--- src/rtl/kf_meas_source.sv ---
// kf_meas_source: periodic SPI ADC reader (mode 0, MSB first) that presents each sample as z/z_valid
// Ports: clk, rst (sync, active high), enable (run periodic sampling),
//        spi_sclk/spi_cs_n/spi_miso (ADC link), z/z_valid (sample + one-clk update strobe),
//        busy (transaction in progress), sample_cnt (completed samples, wraps)
module kf_meas_source #(
  parameter int CLK_DIV       = 4,
  parameter int DATA_BITS     = 16,
  parameter int CS_SETUP      = 2,
  parameter int SAMPLE_PERIOD = 1000
) (
  input  logic                 clk,
  input  logic                 rst,
  input  logic                 enable,
  output logic                 spi_sclk,
  output logic                 spi_cs_n,
  input  logic                 spi_miso,
  output logic [DATA_BITS-1:0] z,
  output logic                 z_valid,
  output logic                 busy,
  output logic [15:0]          sample_cnt
);
  localparam int CMAX = CS_SETUP > CLK_DIV ? CS_SETUP : CLK_DIV;
  localparam int CW   = $clog2(CMAX + 1);
  localparam int HW   = $clog2(2 * DATA_BITS + 1);
  localparam int TW   = $clog2(SAMPLE_PERIOD + 1);

  if (SAMPLE_PERIOD < CS_SETUP + 2 * DATA_BITS * CLK_DIV + 4) begin : g_bad_period
    $error("SAMPLE_PERIOD too short for one SPI transaction");
  end

  typedef enum logic [1:0] {IDLE, SETUP, SHIFT, HOLD} state_t;

  state_t               r_state, w_next;
  logic [CW-1:0]        r_cnt;
  logic [HW-1:0]        r_half;
  logic [TW-1:0]        r_timer;
  logic [DATA_BITS-1:0] r_shift, r_z;
  logic [15:0]          r_sample_cnt;
  logic                 r_sclk, r_cs_n, r_zv;
  logic                 w_start, w_setup_done, w_tick, w_last;

  always_comb begin
    w_start      = r_state == IDLE && enable && r_timer == '0;
    w_setup_done = r_cnt == CW'(CS_SETUP - 1);
    w_tick       = r_cnt == CW'(CLK_DIV - 1);
    // last tick of the final high half-period: the DATA_BITS-th falling edge
    w_last       = w_tick && r_half == HW'(2 * DATA_BITS - 1);
    w_next       = r_state == IDLE  ? (w_start ? SETUP : IDLE) :
                   r_state == SETUP ? (w_setup_done ? SHIFT : SETUP) :
                   r_state == SHIFT ? (w_last ? HOLD : SHIFT) : IDLE;
  end

  always_ff @(posedge clk) begin
    if (rst) r_state <= IDLE;
    else     r_state <= w_next;
  end

  always_ff @(posedge clk) begin
    if (rst) begin
      r_cnt        <= '0;
      r_half       <= '0;
      r_timer      <= '0;
      r_shift      <= '0;
      r_z          <= '0;
      r_sample_cnt <= '0;
      r_sclk       <= 1'b0;
      r_cs_n       <= 1'b1;
      r_zv         <= 1'b0;
    end else begin
      r_cs_n  <= w_next == IDLE;
      r_zv    <= r_state == HOLD;
      r_timer <= !enable ? '0 : w_start ? TW'(SAMPLE_PERIOD - 1) : r_timer != '0 ? r_timer - 1'b1 : r_timer;
      r_cnt   <= r_state == SETUP ? (w_setup_done ? '0 : r_cnt + 1'b1) :
                 r_state == SHIFT ? (w_tick ? '0 : r_cnt + 1'b1) : '0;
      r_half  <= r_state == SHIFT ? (w_tick ? r_half + 1'b1 : r_half) : '0;
      r_sclk  <= r_state == SHIFT ? (w_tick ? ~r_sclk : r_sclk) : 1'b0;
      // capture on the edge that raises sclk, so the ADC has had a full half-period to settle
      if (r_state == SHIFT && w_tick && !r_sclk) r_shift <= {r_shift[DATA_BITS-2:0], spi_miso};
      if (r_state == HOLD) begin
        r_z          <= r_shift;
        r_sample_cnt <= r_sample_cnt + 1'b1;
      end
    end
  end

  assign spi_sclk   = r_sclk;
  assign spi_cs_n   = r_cs_n;
  assign z          = r_z;
  assign z_valid    = r_zv;
  assign busy       = r_state != IDLE;
  assign sample_cnt = r_sample_cnt;
endmodule

--- config.mk ---
export PLATFORM = sky130hd
export DESIGN_NAME = kf_meas_source
export DESIGN_NICKNAME = d
export VERILOG_FILES = /design/src/rtl/kf_meas_source.sv
export SDC_FILE = /design/constraint.sdc
export NUM_CORES = 1
export LEC_CHECK = 0
export ABC_AREA = 1
export CORE_ASPECT_RATIO = 0.75
export CORE_MARGIN = 4
export CORE_UTILIZATION = 34
export DETAILED_ROUTE_END_ITERATION = 7
export PLACE_DENSITY = 0.63
export SKIP_CTS_REPAIR_TIMING = 1
export SYNTH_ARGS = -nofsm -noshare
export SYNTH_HDL_FRONTEND = slang
export SYNTH_SLANG_ARGS = --single-unit
--- constraint.sdc ---
create_clock -name clk -period 1.8 [get_ports clk]
set_input_delay 0.54 -clock clk [delete_from_list [all_inputs] [get_ports clk]]
set_output_delay 0.54 -clock clk [all_outputs]
set_load 0.1 [all_outputs]
Word-level counts from Yosys, hierarchy flattened
Cells that the tools add are included.
- output and inout port bits: 36
- register bits after elaboration: 72
- input bits: 4
- eq/ne operators: 6
- mux-type cells: 12
- reductions and logical operators: 15
- add/sub/neg operators: 4
- bitwise logic cells: 3
- operators with widths (kind ; number):
    10-bit two-way mux ; 2
    16-bit by 1-bit adder with 16-bit output (second input constant) ; 1
    3-bit two-way mux ; 4
    10-bit logical NOT ; 1
    10-bit nonzero test ; 1
    10-bit by 1-bit subtractor with 10-bit output (second input constant) ; 1
    2-bit two-way mux ; 4
    6-bit by 1-bit adder with 6-bit output (second input constant) ; 1
    6-bit by 5-bit == test with 1-bit output (second input constant) ; 1
    1-bit logical AND ; 5
    2-bit == test (second input constant) ; 2
    2-bit logical NOT ; 2
    2-bit nonzero test ; 2
    2-bit OR reduction ; 2
    3-bit by 1-bit adder with 3-bit output (second input constant) ; 1
    3-bit by 1-bit == test with 1-bit output (second input constant) ; 1
    3-bit by 2-bit == test with 1-bit output (second input constant) ; 1
    1-bit inverter ; 3
    3-bit OR reduction ; 1
    2-bit by 1-bit == test with 1-bit output (second input constant) ; 1
    1-bit two-way mux ; 2
    1-bit logical NOT ; 1

Depth between registers and ports, before layout
Gate-level depths: netlist (run 1).
- depth after elaboration: 7
- mapped depth: 10

Worst setup path before layout (run 1)
OpenSTA, ideal clock, no wires.
- kind: flip-flop to flip-flop
- from: register r_sample_cnt[1], in the netlist sample_cnt[1]
- to: register r_sample_cnt[14], in the netlist sample_cnt[14]
- clock period less this slack: 1.973 ns
- data arrival time: 1.860 ns
- required time: 1.687 ns
- stages on the path, launching flop included: 9
- setup slack: -0.173 ns
- cell sequence: dfxtp_1 -> ha_1 -> inv_1 -> nor2_8 -> nand2_4 -> nor2_4 -> nand3_1 -> nor2_1 -> nor2_1
- longest elaborated chain between the ends: 1
- RTL lines (what ; line ; text):
    start, declared ; 38 ; logic [15:0] r_sample_cnt;
    start signal, assigned ; 81 ; r_sample_cnt <= r_sample_cnt + 1'b1;
    16-bit by 1-bit adder with 16-bit output ; 81 ;
Every way passes these cells.
A chain may end at the register's enable or synchronous reset.

Worst setup path after layout (run 1)
- from: register r_state[0]
- to: output port busy
- longest elaborated chain between the ends: 1
- RTL lines (what ; line ; text):
    start, declared ; 33 ; state_t r_state, w_next;
    start signal, assigned ; 55 ; else r_state <= w_next;
    2-bit nonzero test ; 90 ; assign busy = r_state != IDLE;
    end, declared ; 19 ; output logic busy,
Every way passes these cells.

==> results of run 1 <==
## where the power goes
part | switching, uW | leakage (uW) | internal, uW
combinational | 1230 | 0.00104 | 692
sequential | 157 | 0.000585 | 1750
clock | 705 | 0.000125 | 937
total | 2100 | 0.00175 | 3380
## state kept, by name, indices dropped and copies added (netlist names)
| name | flops |
|---|---|
| r_timer | 10 |
| r_half | 6 |
| spi_sclk | 1 |
| r_cnt | 3 |
| r_state | 2 |
| spi_cs_n | 1 |
| sample_cnt | 16 |
| z_valid | 1 |
| z | 16 |
| r_shift | 16 |
## placed cells by master (no fill, tap or decap), types with 6 or more instances in the layout
cell and instances:
nor2_2 6, inv_2 8, nor3_1 6, inv_1 38, nand3_1 14, dfxtp_1 66, o21ai_1 9, buf_12 37
a21oi_1 19, ha_1 8, nand4_1 8, clkbuf_16 9, o21ai_0 35, dfxtp_2 6, buf_4 6, nor2_1 113
nand2_1 64
## layer usage
metal | track usage [%] | up-vias | part of all wire [%]
met5 | 0 | - | 0
met4 | 4.63 | 0 | 1.4
met2 | 19.7 | 49 | 43
li1 | - | 1463 | -
met3 | 4.98 | 10 | 5.0
met1 | 16.5 | 1230 | 50
## worst max path at each step
stage	to	slack [ns]	cells after the start
2_1_floorplan	sample_cnt[14]	0.04	5
3_3_place_gp	spi_cs_n	0.07	5
3_5_place_dp	r_half[4]	0.09	4
4_1_cts	busy	0.09	3
5_1_grt	busy	0.04	3
6_report	busy	0.12	3
## cells in the mapped netlist (3+ instances only)
| library cell | count |
|---|---|
| nor2_1 | 113 |
| dfxtp_1 | 72 |
| nand2_1 | 64 |
| inv_1 | 38 |
| o21ai_0 | 35 |
| a21oi_1 | 19 |
| nand3_1 | 14 |
| o21ai_1 | 9 |
| ha_1 | 8 |
| inv_2 | 8 |
| nand4_1 | 8 |
| nor2_2 | 6 |
| nor3_1 | 6 |
| buf_2 | 5 |
| buf_4 | 5 |
| clkbuf_1 | 3 |
| clkinv_1 | 3 |
| nand2_2 | 3 |
| nand2_4 | 3 |
## tightest hold or removal path: cells and delay by family, from the launching register on
kind | cells | cell delay (ns)
DFF | 1 | 0.32
and+or+nand+nor | 2 | 0.12
## cells by family after synthesis
| kind of cell | synth area share (%) |
|---|---|
| buffers and inverters | 8.17 |
| flip-flops | 45.7 |
| AO/OA/AOI/OAI | 10.7 |
| adder cells (fa/ha/maj) | 3.17 |
| XOR/XNOR | 1.11 |
| AND/OR/NAND/NOR | 31.2 |
## stage by stage
stage,util (%),worst slack (ns),cells,instance area [um2]
6_report,48.0,0.118,612,4340
5_1_grt,48.0,0.0443,612,4340
4_1_cts,48.0,0.0950,612,4340
3_5_place_dp,44.9,0.0869,596,4060
3_3_place_gp,44.9,0.0678,596,4060
2_1_floorplan,-,0.0390,435,3160
## cell type report
class | count | area share [%]
Clock buffer | 10 | 5.28
Multi-Input combinational cell | 301 | 33.5
Sequential cell | 72 | 33.4
Inverter | 49 | 4.24
Tap cell | 128 | 3.69
Clock inverter | 6 | 1.04
Timing Repair Buffer | 46 | 18.8
==> out/metrics.csv, run 1 <==
stage,metric,value,unit
power_and_ir_drop,peak supply drop,0.558,mV
clocking,worst-skew pair later-pin latency,0.33,ns
synth,Syn Std Cell Area,3150,um2
setup_path,Worst R2R Setup Slack,0.25,ns
worst_hold_path,Hold Crit Class,register to register,
synth,fraction of registers with async set or reset after synthesis,0,%
sta,Least-Margin Pin Slew,0.332,ns
final_layout,Ant. Diodes,0,
route,residual DRC count,0,
synth,cell taking the most area after synthesis,dfxtp_1,
route,number of routed nets with antenna violations,0,
worst_hold_path,worst hold path endpoint,r_shift[15],
sta,final period utilization,93.4,%
place,port buffer count,39,
floorplanning,Initial Util,34.9,%
setup_path,CP max-delay cell,dfxtp_1,
route,vias per inst,4.50,
job,Max-cap violations,0,
setup_path,Bufs and invs on worst path,2,
synth,Yosys cell types,29,
power_and_ir_drop,Pleak,0.00175,uW
setup_path,Setup CP Type,register to primary output,
synth,register area share after synthesis,45.7,%
global_routing,gr ovfl total,0,
setup_path,Reg2Reg Depth,8,
sta,"Hold Violations, Final",0,
clocking,maximum level of the CTS H-tree,3,
floorplanning,Placeable Area,9050,um2
power_and_ir_drop,PwrDens,1260,nW/um2
synth,"top cells by area, synth","dfxtp_1 46%, nor2_1 13%, nand2_1 7.6%, o21ai_0 5.6%, inv_1 4.5%",
clocking,TritonCTS Buffers,9,
floorplanning,I/O pin count,40,
synth,"FF+latch count, synth",72,
global_routing,largest net degree at the start of global routing,45,
final_layout,FF+latch area,1450,um2
global_routing,first-pass GRT wire length,11500,um
synth,Synth Flop Type,dfxtp_1,
route,Routed Wire Length,6690,um
place,dpl hpwl,4800,um
place,routability congestion estimate,0.811,
synth,share of the synthesized area in the top cell type,45.7,%
setup_path,family with the most delay on the worst path,flip-flops,
worst_hold_path,HP Start,r_shift[15],
setup_path,launch point of the worst path,r_state[0],
clocking,Clock Path Buffers,2,
floorplanning,Cell Rows,30,
final_layout,filler cell count,870,
sta,Final Setup Violations,0,
setup_path,CP peak stage delay,0.39,ns
sta,setup repair after global routing missed its margin,false,
global_routing,vias in the first global route,2515,
setup_path,CP startpoint kind,register,
floorplanning,die footprint,10900,um2
sta,worst hold margin,0.478,ns
clocking,CTS tree,built,
synth,Post-Synthesis Cells,435,
final_layout,Multi-input gate area,1460,um2
setup_path,worst r2r src,r_cnt[0],
synth,number of synthesized flops with an enable pin,0,
power_and_ir_drop,Pwr Total,5480,uW
final_layout,Area Growth Syn to Fin,37.5,%
sta,Final Skew,0.00444,ns
final_layout,share of layout cells above drive strength 1,18.4,%
final_layout,Final #Nets,491,
sta,TNS Setup,0,ns
clocking,CTS root buf,clkbuf_16,
clocking,Worst-path clk slew,0.06,ns
setup_path,crit end category,primary output,
synth,Synth Net Count,447,
floorplanning,Chip Width,119,um
sta,min cycle time layout,1.68,ns
setup_path,Worst Path Required,1.26,ns
route,drt initial violations,121,
synth,"Avg Cell Area, Syn",7.25,um2
sta,fin. max-slew vios,0,
synth,Yosys warning total,0,
global_routing,antenna violations before repair,0,
sta,FMAX,0.595,GHz
route,via count,2752,
setup_path,capturing point of the worst reg2reg path,spi_cs_n,
sta,Slew headroom,77.8,%
worst_hold_path,worst hold stages,2,
clocking,# clock sinks,72,
outcome,outcome,completed,
setup_path,Worst EP arrival,1.14,ns
floorplanning,Die Span Y,91.4,um
setup_path,crit-path cells,"inv_1, nand2_1, buf_12",
route,First-pass DRT Iterations,4,
setup_path,CP Max Fanout,3,
global_routing,GRT Resource Usage Total,12.9,%
route,DR WL/cell,10.9,um
Power figures use the tool's default switching activity.
==> run 2: changes to the inputs <==
Settings changed: CAP_MARGIN set to 15, CORE_MARGIN 4 to not set.
==> run 2 against run 1 <==
  * Combinational power about the same
  * Sequential share of layout area down 0.077 points
  * Non-clock buffer count unchanged
  * Power increased by 2.7%
  * Clock skew is essentially flat
  * Clock power is 9% higher
  * Global-route usage increased by 2.3 points
  * Final cell count is 2.6% lower
  * Fmax rose by 0.87%
  * Setup slack better by 0.014 ns
  * Sequential power about the same
  * Highest routed layer unchanged
==> out/metrics.csv, run 2 (same netlist as run 1, synthesis figures left out) <==
stage,metric,value,unit,change
floorplanning,Chip Width,113,um,was 119 um
worst_hold_path,HP Start,r_cnt[0],,was r_shift[15]
sta,"Hold Violations, Final",0,,unchanged
power_and_ir_drop,PwrDens,1290,nW/um2,was 1260 nW/um2
global_routing,grt met1 use,20.5,%,was 16.5%
sta,Final Skew,0.00490,ns,was 0.00444 ns
final_layout,"commonest non-fill, non-tap cell in the layout",nor2_1,,unchanged
clocking,Clock Path Buffers,2,,unchanged
final_layout,Ant. Diodes,0,,unchanged
place,port buffer count,39,,unchanged
route,DR WL/cell,11.0,um,was 10.9 um
place,dpl hpwl,4600,um,was 4800 um
global_routing,gr ovfl total,0,,unchanged
place,routability congestion estimate,0.776,,was 0.811
sta,fin. max-slew vios,0,,unchanged
clocking,CTS tree,built,,unchanged
final_layout,share of layout cells above drive strength 1,18.6,%,was 18.4%
sta,final period utilization,92.6,%,was 93.4%
power_and_ir_drop,Pwr Total,5630,uW,was 5480 uW
route,residual DRC count,0,,unchanged
floorplanning,Cell Rows,30,,unchanged
sta,min cycle time layout,1.67,ns,was 1.68 ns
floorplanning,Die Span Y,85.4,um,was 91.4 um
global_routing,first-pass GRT wire length,11600,um,was 11500 um
sta,setup repair after global routing missed its margin,false,,unchanged
clocking,# clock sinks,72,,unchanged
clocking,maximum level of the CTS H-tree,3,,unchanged
global_routing,Top Usage Layer GRT,met2,,unchanged
global_routing,largest net degree at the start of global routing,45,,unchanged
setup_path,Worst EP arrival,1.13,ns,was 1.14 ns
setup_path,Setup CP Type,register to primary output,,unchanged
global_routing,antenna violations before repair,0,,unchanged
job,Max-cap violations,0,,unchanged
power_and_ir_drop,peak supply drop,0.541,mV,was 0.558 mV
final_layout,"commonest non-fill, non-tap cells in the layout","113 x nor2_1, 66 x dfxtp_1, 64 x nand2_1",,unchanged
floorplanning,Initial Util,35.0,%,was 34.9%
clocking,TritonCTS Buffers,9,,unchanged
clocking,CTS root buf,clkbuf_16,,unchanged
route,number of routed nets with antenna violations,0,,unchanged
floorplanning,I/O pin count,40,,unchanged
final_layout,filler cell count,870,,unchanged
global_routing,vias in the first global route,2480,,was 2515
route,drt initial violations,124,,was 121
clocking,Worst-path clk slew,0.06,ns,about the same
route,Routed Wire Length,6530,um,was 6690 um
global_routing,M2 GR Usage,22.7,%,was 19.7%
global_routing,GRT Resource Usage Total,15.2,%,was 12.9%
setup_path,worst r2r src,r_cnt[0],,unchanged
route,via count,2744,,was 2752
setup_path,launch point of the worst path,r_state[0],,unchanged
floorplanning,die footprint,9670,um2,was 10900 um2
global_routing,met3 Track Usage GR,4.71,%,was 4.98%
outcome,outcome,completed,,unchanged
sta,Slew headroom,78.4,%,was 77.8%
setup_path,Worst R2R Setup Slack,0.24,ns,was 0.25 ns
clocking,worst-skew pair later-pin latency,0.33,ns,about the same
sta,Least-Margin Pin Slew,0.324,ns,was 0.332 ns
final_layout,FF+latch area,1450,um2,unchanged
setup_path,CP startpoint kind,register,,unchanged
setup_path,crit end category,primary output,,unchanged
final_layout,Multi-input gate area,1460,um2,unchanged
setup_path,Worst Path Required,1.26,ns,about the same
route,vias per inst,4.60,,was 4.50
worst_hold_path,Hold Crit Class,register to register,,unchanged
power_and_ir_drop,Pleak,0.00177,uW,was 0.00175 uW
sta,TNS Setup,0,ns,unchanged
setup_path,CP Max Fanout,3,,unchanged
final_layout,Area Growth Syn to Fin,37.8,%,was 37.5%
route,First-pass DRT Iterations,5,,was 4
floorplanning,Placeable Area,9010,um2,was 9050 um2
sta,Final Setup Violations,0,,unchanged
sta,FMAX,0.600,GHz,was 0.595 GHz
final_layout,Final #Nets,491,,unchanged
-- run 2: cell type report --
type                            instances  share of cell area, %
Multi-Input combinational cell        301                   33.5
Sequential cell                        72                   33.3
Timing Repair Buffer                   46                   18.8
Clock buffer                            9                   5.18
Inverter                               49                   4.23
Tap cell                              112                   3.22
Clock inverter                          7                   1.81
-- run 2: worst max-delay path, cell delays in order, from the launching register on --
cell and delay, ns:
dfxtp_1 0.38, inv_1 0.10, nand2_1 0.13, buf_12 0.19
-- run 2: report_power, final --
part	switching [uW]	internal, uW	leakage, uW	total [uW]
Sequential	161	1750	0.000585	1920
Combinational	1230	691	0.00104	1920
Clock	708	1090	0.000150	1790
Total	2090	3530	0.00177	5630
-- run 2: per-layer routing --
metal  share of wire [%]  vias up
li1                    -     1467
met1                  51     1227
met2                  43       43
met3                 4.3        7
met4                 1.1        0
met5                   0        -
-- run 2: metrics by stage --
stage | area, um2 | worst slack (ns) | hold WS [ns] | utilization [%] | instances
after floorplan | 3160 | 0.0390 | 0.442 | - | 435
after global placement | 4040 | 0.0651 | 0.466 | 44.9 | 580
after detailed placement | 4040 | 0.0543 | 0.467 | 44.9 | 580
after CTS | 4350 | 0.112 | 0.475 | 48.3 | 596
after global routing | 4350 | 0.0859 | 0.486 | 48.3 | 596
final | 4350 | 0.132 | 0.478 | 48.3 | 596
-- run 2: path summary, 6_finish.rpt --
kind | cells after the start | end
setup reg to reg | 8 | r_half[5]
hold / removal | 1 | r_cnt[0]
setup / recovery | 3 | busy
hold reg to reg | 1 | r_cnt[0]
